`config.mk`:
```
export PLATFORM = sky130hd
export DESIGN_NAME = mem_arbiter
export DESIGN_NICKNAME = d
export VERILOG_FILES = /design/src/rtl/mem_arbiter.sv
export SDC_FILE = /design/constraint.sdc
export NUM_CORES = 1
export LEC_CHECK = 0
export BUFFER_PORTS_ARGS = -buffer_cell sky130_fd_sc_hd__buf_4
export CAP_MARGIN = 20
export CORE_AREA = 3 3 350 352
export CTS_CLUSTER_SIZE = 30
export DETAILED_ROUTE_END_ITERATION = 16
export DIE_AREA = 0 0 353 355
export PLACE_DENSITY_LB_ADDON = 0.25
export SETUP_SLACK_MARGIN = 0.1
export SLEW_MARGIN = 15
export SYNTH_ARGS = -nofsm -noshare
export SYNTH_HDL_FRONTEND = slang
export SYNTH_SLANG_ARGS = --single-unit
export TNS_END_PERCENT = 5
```
`constraint.sdc`:
```
create_clock -name clk -period 6.85 [get_ports clk]
set_input_delay 0 -clock clk [delete_from_list [all_inputs] [get_ports clk]]
set_output_delay 0 -clock clk [all_outputs]
set_load 0.1 [all_outputs]
```
`src/rtl/mem_arbiter.sv`:
```
// rtl/mem_arbiter.sv - two-port (I/D cache) arbiter onto a single slow_memory port
//
// Ports:
//   clk, rst                       clock, asynchronous active-high reset
//   i_read/i_write/i_addr/i_wdata  I-side request (held until i_ready)
//   i_rdata/i_ready                I-side read line / one-cycle completion
//   d_*                            same set for the D side
//   mem_read/mem_write/mem_addr/mem_wdata  latched command to slow_memory
//   mem_rdata/mem_ready            slow_memory response
//   busy                           a transaction is outstanding
//   cnt_i/cnt_d                    saturating completed-transaction counters
module mem_arbiter #(
    parameter int ADDR_W = 28,
    parameter int DATA_W = 128,
    parameter int RR_EN  = 0,
    parameter int CNT_W  = 16
) (
    input  logic              clk,
    input  logic              rst,
    input  logic              i_read,
    input  logic              i_write,
    input  logic [ADDR_W-1:0] i_addr,
    input  logic [DATA_W-1:0] i_wdata,
    output logic [DATA_W-1:0] i_rdata,
    output logic              i_ready,
    input  logic              d_read,
    input  logic              d_write,
    input  logic [ADDR_W-1:0] d_addr,
    input  logic [DATA_W-1:0] d_wdata,
    output logic [DATA_W-1:0] d_rdata,
    output logic              d_ready,
    output logic              mem_read,
    output logic              mem_write,
    output logic [ADDR_W-1:0] mem_addr,
    output logic [DATA_W-1:0] mem_wdata,
    input  logic [DATA_W-1:0] mem_rdata,
    input  logic              mem_ready,
    output logic              busy,
    output logic [CNT_W-1:0]  cnt_i,
    output logic [CNT_W-1:0]  cnt_d
);

    typedef enum logic {IDLE, BUSY} state_t;

    state_t             state_q, state_d;
    logic               owner_q, owner_d;   // 1 = D side, 0 = I side
    logic               last_q, last_d;     // side granted most recently
    logic               mem_read_q, mem_read_d;
    logic               mem_write_q, mem_write_d;
    logic [ADDR_W-1:0]  mem_addr_q, mem_addr_d;
    logic [DATA_W-1:0]  mem_wdata_q, mem_wdata_d;
    logic [CNT_W-1:0]   cnt_i_q, cnt_i_d;
    logic [CNT_W-1:0]   cnt_d_q, cnt_d_d;

    logic i_req, d_req, win_d;

    assign i_req = i_read | i_write;
    assign d_req = d_read | d_write;

    // Round-robin only matters on a tie: the side not granted last goes first.
    always_comb begin
        win_d = d_req;
        if (RR_EN != 0 && i_req && d_req) begin
            win_d = ~last_q;
        end
    end

    always_comb begin
        state_d     = state_q;
        owner_d     = owner_q;
        last_d      = last_q;
        mem_read_d  = mem_read_q;
        mem_write_d = mem_write_q;
        mem_addr_d  = mem_addr_q;
        mem_wdata_d = mem_wdata_q;
        cnt_i_d     = cnt_i_q;
        cnt_d_d     = cnt_d_q;
        i_ready     = 1'b0;
        d_ready     = 1'b0;
        case (state_q)
            IDLE: begin
                if (i_req || d_req) begin
                    state_d     = BUSY;
                    owner_d     = win_d;
                    last_d      = win_d;
                    mem_read_d  = win_d ? d_read  : i_read;
                    mem_write_d = win_d ? d_write : i_write;
                    mem_addr_d  = win_d ? d_addr  : i_addr;
                    mem_wdata_d = win_d ? d_wdata : i_wdata;
                end
            end
            BUSY: begin
                // Requester inputs are not looked at here; the latched command holds.
                if (mem_ready) begin
                    i_ready     = ~owner_q;
                    d_ready     = owner_q;
                    state_d     = IDLE;
                    mem_read_d  = 1'b0;
                    mem_write_d = 1'b0;
                    if (owner_q) begin
                        if (cnt_d_q != '1) cnt_d_d = cnt_d_q + 1'b1;
                    end else begin
                        if (cnt_i_q != '1) cnt_i_d = cnt_i_q + 1'b1;
                    end
                end
            end
            default: state_d = IDLE;
        endcase
    end

    always_ff @(posedge clk or posedge rst) begin
        if (rst) begin
            state_q     <= IDLE;
            owner_q     <= 1'b0;
            last_q      <= 1'b0;
            mem_read_q  <= 1'b0;
            mem_write_q <= 1'b0;
            mem_addr_q  <= '0;
            mem_wdata_q <= '0;
            cnt_i_q     <= '0;
            cnt_d_q     <= '0;
        end else begin
            state_q     <= state_d;
            owner_q     <= owner_d;
            last_q      <= last_d;
            mem_read_q  <= mem_read_d;
            mem_write_q <= mem_write_d;
            mem_addr_q  <= mem_addr_d;
            mem_wdata_q <= mem_wdata_d;
            cnt_i_q     <= cnt_i_d;
            cnt_d_q     <= cnt_d_d;
        end
    end

    assign mem_read  = mem_read_q;
    assign mem_write = mem_write_q;
    assign mem_addr  = mem_addr_q;
    assign mem_wdata = mem_wdata_q;
    assign busy      = (state_q == BUSY);
    assign cnt_i     = cnt_i_q;
    assign cnt_d     = cnt_d_q;
    // Read data is broadcast; only the ready pulse qualifies it.
    assign i_rdata   = mem_rdata;
    assign d_rdata   = mem_rdata;

endmodule

```
==> results.ini, run 1 <==
[sta]
fin_worst_skew_ns=0.0199
fin_crit_sh_pct=37.0
clock.fmax_mhz=394
slew_headroom_pct=32.0
final.setup.tns_ns=0
timing.final.hold_violations=0
tightestPinTransition_ns=1.02
grt_setup_unrepaired=false
fin_crit_ns=2.54
finalSetupViolations=0
report.final.slew_viol_count=0

[placed_design]
placement.io_buffers=511
finalWeightedCongestion=0.712
dp_hpwl_um=30100
postPlaceCellArea_mm2=0.0145

[routing]
routed_wire_length_per_instance_um=12.6
via_count=9219
drc=0
routed_wl_um=41000
first_pass_iters=4
antenna_violating_nets_post_route=0
first_iter_violations=271
avgViaCountPerCell=2.82

[floorplanning]
floorplan.core_area_mm2=0.120
row_count=127
dieHeight_um=355
die-width_um=353
floorplan.initialDensity_pct=9.08
design.portCount=896
die_area_mm2=0.125

[critical_path]
crit_path_frequent_cell=dlygate4sd3_1
crit_end=mem_wdata[7]$_DFFE_PP0P_
worst_path_largest_cell_delay_ns=0.64
endpoint_class_of_the_critical_path=flip-flop
depth_of_the_worst_register_to_register_path=4
worstReg2RegEnd=mem_write$_DFFE_PP0P_
reg2reg_slack_ns=4.49
arrival_ns=2.89
path_class=input pin to flip-flop
r2r-start=busy$_DFF_PP0_
crit_chain=dlygate4sd3_1 > buf_4 > nor2_4 > buf_12 > mux2i_1 > dlygate4sd3_1 > o21ai_0
startpoint=d_read
critical-path-slowest-cell=dlygate4sd3_1
required_ns=7.21
startpoint_type=input pin
highest_net_fanout_along_the_worst_path=70

[power_and_ir_drop]
peakVddDrop_mv=0.219
leakage_uw=0.00813
power_density_mw_per_mm2=273

[cells_and_area]
final_cell_area_mm2=0.0183
layout.cells.most_common_list=512 x buf_4, 323 x dlygate4sd3_1, 192 x dfrtp_1
seqCellArea_mm2=0.00480
antenna_cells=0
area.growth.synth_to_final_pct=68.8
num-fill-cells=13614
multiInputGateArea_mm2=0.00377
design.final.nets=2092
fin_util_pct=15.3
fraction_of_layout_cells_with_a_size_suffix_above_1_pct=33.8
most_common_library_cell_in_the_layout_ignoring_fill_and_taps=buf_4

[grt]
first_global_vias=9967
antenna_found_initial=0
grt.total_usage_pct=6.56
globalRouteOverflowTotal=0
grt_start_max_net_pins=185
grt_first_pass_wirelength_um=61600

[synthesis]
synth_xor_area_share_pct=2.02
yosysSeqAreaShare_pct=44.2
post_synth_instance_area_mm2=0.0109
ys_dominant_reg_cell=dfrtp_1
synthAdderAreaFrac_pct=0.230
synth_top_area_share_pct=44.2
synthSimpleGateAreaFrac_pct=9.30
yosys_register_bits=192
synth_top_area_cell=dfrtp_1
combinational_family_with_the_most_area_after_synthesis=buffers and inverters
synthArstFlopShare_pct=100
synth_cell_types=40
syn_nets=1543
synth_enable_flop_cells=0
post_synth_inst_count=1094
average_cell_area_after_synthesis_um2=9.93
yosys_warnings=0
synth.mux.area_fraction_pct=14.8
ys_top_cells_by_area=dfrtp_1 44%, buf_4 18%, mux2i_1 14%
synth_compound_area_share_pct=8.24

[clock_tree]
cts-root-to-sink-buffers=2
cts_tree=yes
cts-buffers-inserted=17
clock-root-buffer=clkbuf_16
cts_sink_count=192
cts.clk_slew.worst_paths_ns=0.08
worst_skew_pair.late_latency_ns=0.52
cts_max_level=4

[run_status]
status=complete, no violations

[job]
cap_violations=0

[hold_path]
hold_crit_class=input pin to primary output

## cells by family after synthesis
family,after synthesis
buffers and inverters,314
adder cells (fa/ha/maj),2
XOR/XNOR,25
multiplexers,160
AND/OR/NAND/NOR,230
AO/OA/AOI/OAI,171
flip-flops,192
## worst min path at each step
stage / endpoint / slack, ns / startpoint / cells after the start
floorplan: mem_read$_DFFE_PP0P_ / 0.17 / d_read / 2
global placement: d_rdata[110] / 0.001 / mem_rdata[110] / 0
detailed placement: d_rdata[110] / 0.001 / mem_rdata[110] / 0
CTS: d_rdata[110] / 0.001 / mem_rdata[110] / 0
global route: d_rdata[48] / 0.0002 / mem_rdata[48] / 0
finish: d_rdata[20] / 0.00005 / mem_rdata[20] / 0
## state kept, by name, summed over array words and instances (netlist names)
name,flops
cnt_d,16
mem_write,1
busy,1
owner_q,1
cnt_i,16
mem_addr,28
mem_read,1
mem_wdata,128
## cell type report
type | instances | area share (%)
Timing Repair Buffer | 839 | 39.0
Clock buffer | 17 | 2.32
Inverter | 5 | 0.143
Tap cell | 1612 | 11.0
Sequential cell | 192 | 26.2
Multi-Input combinational cell | 588 | 20.6
Clock inverter | 15 | 0.751
## per-layer routing
metal	up-vias	GRT usage, %	share of wire [%]
li1	4524	-	-
met1	4185	7.13	40
met2	391	10.7	48
met3	119	2.78	8.5
met4	0	3.78	3.9
met5	-	0	0
## through the flow
stage | worst slack [ns] | hold WS [ns] | total power (uW) | cells
after detailed placement | 4.33 | 0.000994 | 3850 | 2913
after CTS | 4.18 | 0.000994 | 5160 | 3268
after floorplan | 1.62 | 0.172 | 3900 | 1094
after global placement | 4.36 | 0.000994 | 3850 | 2913
after global routing | 4.10 | 0.000212 | 5280 | 3268
final | 4.31 | 0.0000483 | 5010 | 3268
## report_power, final
part / switching (uW) / total [uW] / internal, uW
clock: 537 / 1040 / 503
combinational: 1860 / 2500 / 645
sequential: 140 / 1470 / 1330
## synth_stat cells, types with 2 or more instances
cell type	instances
o21ai_1	49
or2_2	2
dfrtp_1	192
nor2_1	12
and3_1	5
a31oi_1	3
nor4_1	4
clkbuf_2	15
buf_2	19
mux2i_1	156
nand4_1	8
xnor2_1	3
nor3_1	5
nor4b_1	3
o21ai_0	111
nand3_1	13
inv_1	5
buf_6	14
buf_1	2
xor2_1	22
a41oi_1	2
o21a_1	2
and4_1	2
a21oi_1	3
mux2_2	3
nand2_1	167
nor3b_1	2
ha_1	2
buf_4	257
## timing repair
action / CTS / global route
hold endpoints to repair: 255 / 0
hold buffers: 323 / 0
gates resized for setup: 0 / 0
setup buffers: 0 / 0
## worst max-delay path: cells and delay by family
family	cells	cell delay (ns)
mux	1	0.34
compound gates	1	0.08
buf+inv	4	1.73
simple gates	1	0.51
Power figures use the tool's default switching activity.
==> run 2, diff against run 1 <==
Settings changed: ABC_AREA from default to 1, CORE_AREA 3 3 350 352 to 3 3 343 345, DIE_AREA 0 0 353 355 to 0 0 346 348.
Clock period 6.85 ns to 2.2 ns, I/O delays scaled along.
==> run 2 against run 1 <==
Compared with the run above: cell count rose by 7.3%; design area rose by 4.2%; combinational power rose to 8.1 times the previous value; worst hold slack barely moved; clock-buffer cell count rose by 1; synthesized cell count rose by 29%; via count rose by 29%; area after synthesis rose by 3.5%; total power rose to 6.0 times the previous value; critical path type is now flip-flop to flip-flop; largest power group unchanged.
==> results.ini, run 2 <==
[run_status]
status=complete, no violations

[sta]
grt_setup_unrepaired=true
finalSetupViolations=0
fin_worst_skew_ns=0.0172
tightestPinTransition_ns=0.800
fin_crit_ns=1.96
clock.fmax_mhz=511
fin_crit_sh_pct=89.0
timing.final.hold_violations=0
slew_headroom_pct=46.7
report.final.slew_viol_count=0
final.setup.tns_ns=0

[hold_path]
hold_start=mem_rdata[32]
hold_crit_class=input pin to primary output
min_delay_worst_endpoint=i_rdata[32]
min_delay_path_depth=0

[placed_design]
cells_after_dpl=3138
dp_hpwl_um=53000
postPlaceCellArea_mm2=0.0151
placement.io_buffers=511
finalWeightedCongestion=0.783

[critical_path]
crit_chain=inv_1 > nand2_4 > clkinv_8 > buf_4 > nor2_1 > a31oi_1 > dlygate4sd3_1
worstReg2RegEnd=mem_wdata[74]$_DFFE_PP0P_
worst_path_largest_cell_delay_ns=0.57
depth_of_the_worst_register_to_register_path=7
startpoint_type=flip-flop
critical-path-slowest-cell=dlygate4sd3_1
highest_net_fanout_along_the_worst_path=19
arrival_ns=2.34
startpoint=busy$_DFF_PP0_
count_of_buffering_cells_on_the_critical_path_with_inverters_included=4
critPathTopFamily=buffers and inverters
endpoint_class_of_the_critical_path=flip-flop
r2r-start=busy$_DFF_PP0_
reg2reg_slack_ns=0.24
required_ns=2.58
path_class=flip-flop to flip-flop

[floorplanning]
design.portCount=896
row_count=124
floorplan.initialDensity_pct=9.82
floorplan.core_area_mm2=0.115
die-width_um=346
dieHeight_um=348
die_area_mm2=0.120

[synthesis]
ys_dominant_reg_cell=dfrtp_1
post_synth_inst_count=1410
synth.mux.area_fraction_pct=0
combinational_family_with_the_most_area_after_synthesis=buffers and inverters
yosysMostFrequentCell=nand2_1
ys_top_cells_by_area=dfrtp_1 43%, buf_4 18%, nand2_1 9.4%
synth_top_area_cell=dfrtp_1
synth_top_area_share_pct=42.7
yosys-top-cells-count=281 x nand2_1, 270 x buf_4, 192 x dfrtp_1
post_synth_instance_area_mm2=0.0112
synthArstFlopShare_pct=100
synthSimpleGateAreaFrac_pct=17.7
yosys_register_bits=192
yosysSeqAreaShare_pct=42.7
synth_xor_area_share_pct=1.09
synth_cell_types=27
syn_nets=1859
synth_compound_area_share_pct=16.6
synthAdderAreaFrac_pct=0.223
synth_enable_flop_cells=0
yosys_warnings=0
average_cell_area_after_synthesis_um2=7.97

[power_and_ir_drop]
power_switching_uw=18900
power_density_mw_per_mm2=1580
combPwrFrac_pct=67.5
peakVddDrop_mv=0.601
leakage_uw=0.00796
sequentialPowerShare_pct=20.6
power_report.internal_total_uw=11200
power_switching_share_pct=62.7
clock_power_share_pct=11.8

[grt]
grt.total_usage_pct=10.9
first_global_vias=12138
grt_start_max_net_pins=131
grt_first_pass_wirelength_um=93700
antenna_found_initial=6
globalRouteOverflowTotal=0

[routing]
routed_wire_length_per_instance_um=19.6
antenna_violating_nets_post_route=0
first_iter_violations=516
first_pass_iters=7
avgViaCountPerCell=3.39
routed_wl_um=68900
via_count=11896
drc=0

[clock_tree]
cts_sink_count=192
clock-root-buffer=clkbuf_16
cts-root-to-sink-buffers=2
cts-buffers-inserted=17
cts.clk_slew.worst_paths_ns=0.08
worst_skew_pair.late_latency_ns=0.51
cts_tree=yes
cts_max_level=4

[cells_and_area]
fraction_of_layout_cells_with_a_size_suffix_above_1_pct=30.6
layout.cells.most_common_list=550 x buf_4, 331 x dlygate4sd3_1, 281 x nand2_1
area.growth.synth_to_final_pct=70.0
largest_register_ff_count=128
design.final.nets=2429
num-fill-cells=13059
final_cell_area_mm2=0.0191
most_common_library_cell_in_the_layout_ignoring_fill_and_taps=buf_4
final-instance-count-excl-fill=3507

[job]
cap_violations=0

-- run 2: logic make-up after synthesis --
kind of cell | Yosys count
AND/OR/NAND/NOR | 504
adder cells (fa/ha/maj) | 2
flip-flops | 192
AO/OA/AOI/OAI | 331
XOR/XNOR | 14
buffers and inverters | 367
-- run 2: worst max-delay path by stage --
stage / cells after the start / slack (ns) / endpoint
finish: 7 / 0.24 / mem_wdata[74]$_DFFE_PP0P_
global route: 7 / 0.08 / mem_wdata[69]$_DFFE_PP0P_
CTS: 6 / 0.12 / mem_wdata[74]$_DFFE_PP0P_
detailed placement: 6 / 0.48 / mem_wdata[112]$_DFFE_PP0P_
global placement: 10 / 0.49 / cnt_d[5]$_DFFE_PP0P_
floorplan: 7 / -0.38 / cnt_d[12]$_DFFE_PP0P_
-- run 2: cell type report --
cell class / instances / area [um2] / share of cell area [%]
Inverter: 23 / 106 / 0.556
Clock inverter: 14 / 169 / 0.884
Multi-Input combinational cell: 851 / 4020 / 21.0
Timing Repair inverter: 1 / 8.76 / 0.0458
Tap cell: 1512 / 1890 / 9.90
Antenna cell: 2 / 5.00 / 0.0262
Clock buffer: 18 / 439 / 2.30
Sequential cell: 192 / 4800 / 25.1
Timing Repair Buffer: 894 / 7670 / 40.1
-- run 2: what timing repair did --
action	in CTS	in global routing
hold buffers	333	0
gates resized for setup	0	4
setup endpoints to repair	0	14
buffers inserted	0	0
endpoints found under the hold margin	287	0
-- run 2: routing by layer --
layer,GRT usage (%),wire length (um),vias up
met5,0,27,-
met3,5.32,7460,73
li1,-,-,5580
met4,3.24,1270,4
met2,18.2,32900,708
met1,12.2,27200,5531
-- run 2: through the flow --
step | hold WS, ns | utilization [%] | setup slack (ns) | total power, uW
after floorplan | 0.111 | - | -0.384 | 22600
after global placement | 0.000994 | 13.2 | 0.488 | 25900
after detailed placement | 0.000994 | 13.2 | 0.485 | 25900
after CTS | 0.000994 | 16.6 | 0.119 | 30500
after global routing | 0.000238 | 16.7 | 0.0834 | 31600
final | 0.0000700 | 16.7 | 0.243 | 30100
-- run 2: power by group through the flow --
| stage | combinational [uW] | clock (uW) | sequential [uW] |
|---|---|---|---|
| 2_1_floorplan | 5260 | 0 | 17400 |
| 5_1_grt | 21200 | 3900 | 6430 |
| 3_5_place_dp | 19600 | 0 | 6310 |
| 4_1_cts | 20500 | 3810 | 6230 |
| 3_3_place_gp | 19700 | 0 | 6270 |
| 6_report | 20300 | 3560 | 6210 |
==> run 3, diff against run 2 <==
Clock period 2.2 ns to 1.66 ns, I/O delays scaled along.
==> run 3 against run 2 <==
Compared with the run above: cell count up 0.91%; largest cell class unchanged; sequential cell count unchanged; clock-buffer cell count up 1; clock skew up 0.00069 ns.
==> results.ini, run 3 (synthesis gave the netlist of run 2 again) <==
[routing]
antenna_violating_nets_post_route=0
routed_wl_um=67900
first_iter_violations=415
avgViaCountPerCell=3.36
drc=0
via_count=11897
routed_wire_length_per_instance_um=19.2
first_pass_iters=4

[cells_and_area]
final-instance-count-excl-fill=3539
design.final.nets=2458
fraction_of_layout_cells_with_a_size_suffix_above_1_pct=31.7
area.growth.synth_to_final_pct=74.0
most_common_library_cell_in_the_layout_ignoring_fill_and_taps=buf_4
num-fill-cells=12954
largest_register_ff_count=128
final_cell_area_mm2=0.0196
layout.cells.most_common_list=561 x buf_4, 337 x dlygate4sd3_1, 279 x nand2_1

[sta]
fin_crit_ns=1.49
fin_crit_sh_pct=89.6
slew_headroom_pct=65.1
whs_ns=0.0000674
tightestPinTransition_ns=0.519
grt_setup_unrepaired=true
report.final.slew_viol_count=0
setup_ws_ns=0.172
clock.fmax_mhz=672
timing.final.hold_violations=0
finalSetupViolations=0
fin_worst_skew_ns=0.0179

[placed_design]
dpl_worst_slack_ns=0.0627
postPlaceCellArea_mm2=0.0155
dp_hpwl_um=53700
finalWeightedCongestion=0.780
placement.io_buffers=511
cells_after_dpl=3163

[floorplanning]
floorplan.initialDensity_pct=9.82
floorplan.core_area_mm2=0.115
die-width_um=346
design.portCount=896
dieHeight_um=348
die_area_mm2=0.120
row_count=124

[power_and_ir_drop]
power_density_mw_per_mm2=2060
leakage_uw=0.00813
peakVddDrop_mv=0.897

[grt]
antenna_found_initial=6
global_route.usage.met1_pct=11.8
first_global_vias=12335
grt_start_max_net_pins=86
grt_first_pass_wirelength_um=94600
grt.met3_usage_pct=5.92
globalRouteOverflowTotal=0
globalRouteMet2Util_pct=18.2
grt_most_used_layer=met2
grt.total_usage_pct=11.0

[critical_path]
endpoint_class_of_the_critical_path=flip-flop
depth_of_the_worst_register_to_register_path=5
highest_net_fanout_along_the_worst_path=4
startpoint_type=input pin
arrival_ns=1.86
path_class=input pin to flip-flop
required_ns=2.04

[job]
cap_violations=0

[clock_tree]
worst_skew_pair.late_latency_ns=0.51
cts.clk_slew.worst_paths_ns=0.08
cts-buffers-inserted=17
clock-root-buffer=clkbuf_16
cts_tree=yes
cts_max_level=4
cts_sink_count=192
cts-root-to-sink-buffers=2

[hold_path]
min_delay_path_depth=0
hold_crit_class=input pin to primary output

[run_status]
status=complete, no violations

run 3: per-layer routing:
layer / vias up / wire length (um)
li1: 5640 / -
met1: 5490 / 26300
met2: 663 / 31800
met3: 98 / 8040
met4: 6 / 1730
met5: - / 109
run 3: layout make-up:
cell class	count	area (um2)	share of cell area (%)
sequential	192	4810	24.6
clock inverter	13	201	1.03
multi-input combinational	851	4030	20.6
tap	1512	1890	9.67
clock buffer	19	443	2.26
inverter	23	101	0.518
antenna	5	12.5	0.0640
timing repair buffer	924	8070	41.3
run 3: timing repair:
| action | CTS | global route |
|---|---|---|
| cloned | 0 | 0 |
| pin swaps | 0 | 2 |
| endpoints found under the hold margin | 351 | 0 |
| hold buffers | 337 | 0 |
| endpoints found under the setup margin | 16 | 30 |
| buffers inserted | 0 | 2 |
| resized for setup | 5 | 8 |
run 3: per-stage QoR:
stage	util, %	total power, uW	setup TNS, ns
after floorplan	-	30000	-213.29
after global placement	13.5	35000	0
after detailed placement	13.5	35000	0
after CTS	17.0	41000	0
after global routing	17.1	42300	0
final	17.1	40300	0
run 3: worst paths after layout:
kind	start	endpoint	slack, ns
hold reg to reg	cnt_d[15]$_DFFE_PP0P_	cnt_d[15]$_DFFE_PP0P_	0.53
setup / recovery	i_read	busy$_DFF_PP0_	0.17
max in group asynchronous	rst	cnt_i[3]$_DFFE_PP0P_	0.88
min in group asynchronous	rst	mem_wdata[87]$_DFFE_PP0P_	0.12
setup reg to reg	busy$_DFF_PP0_	busy$_DFF_PP0_	0.17
hold / removal	mem_rdata[32]	i_rdata[32]	0.00007
run 3: worst max-delay path, cell delays in order:
cell           delay (ns)
dlygate4sd3_1        0.61
buf_4                0.17
nor2_1               0.07
nand2_1              0.08
nand2_2              0.14
buf_4                0.14
o21ai_0              0.09
dlygate4sd3_1        0.57
run 3: power by group:
group / internal (uW) / switching [uW] / total [uW]
Sequential: 6760 / 1450 / 8210
Combinational: 5980 / 21100 / 27100
Clock: 2610 / 2420 / 5030
Total: 15400 / 24900 / 40300
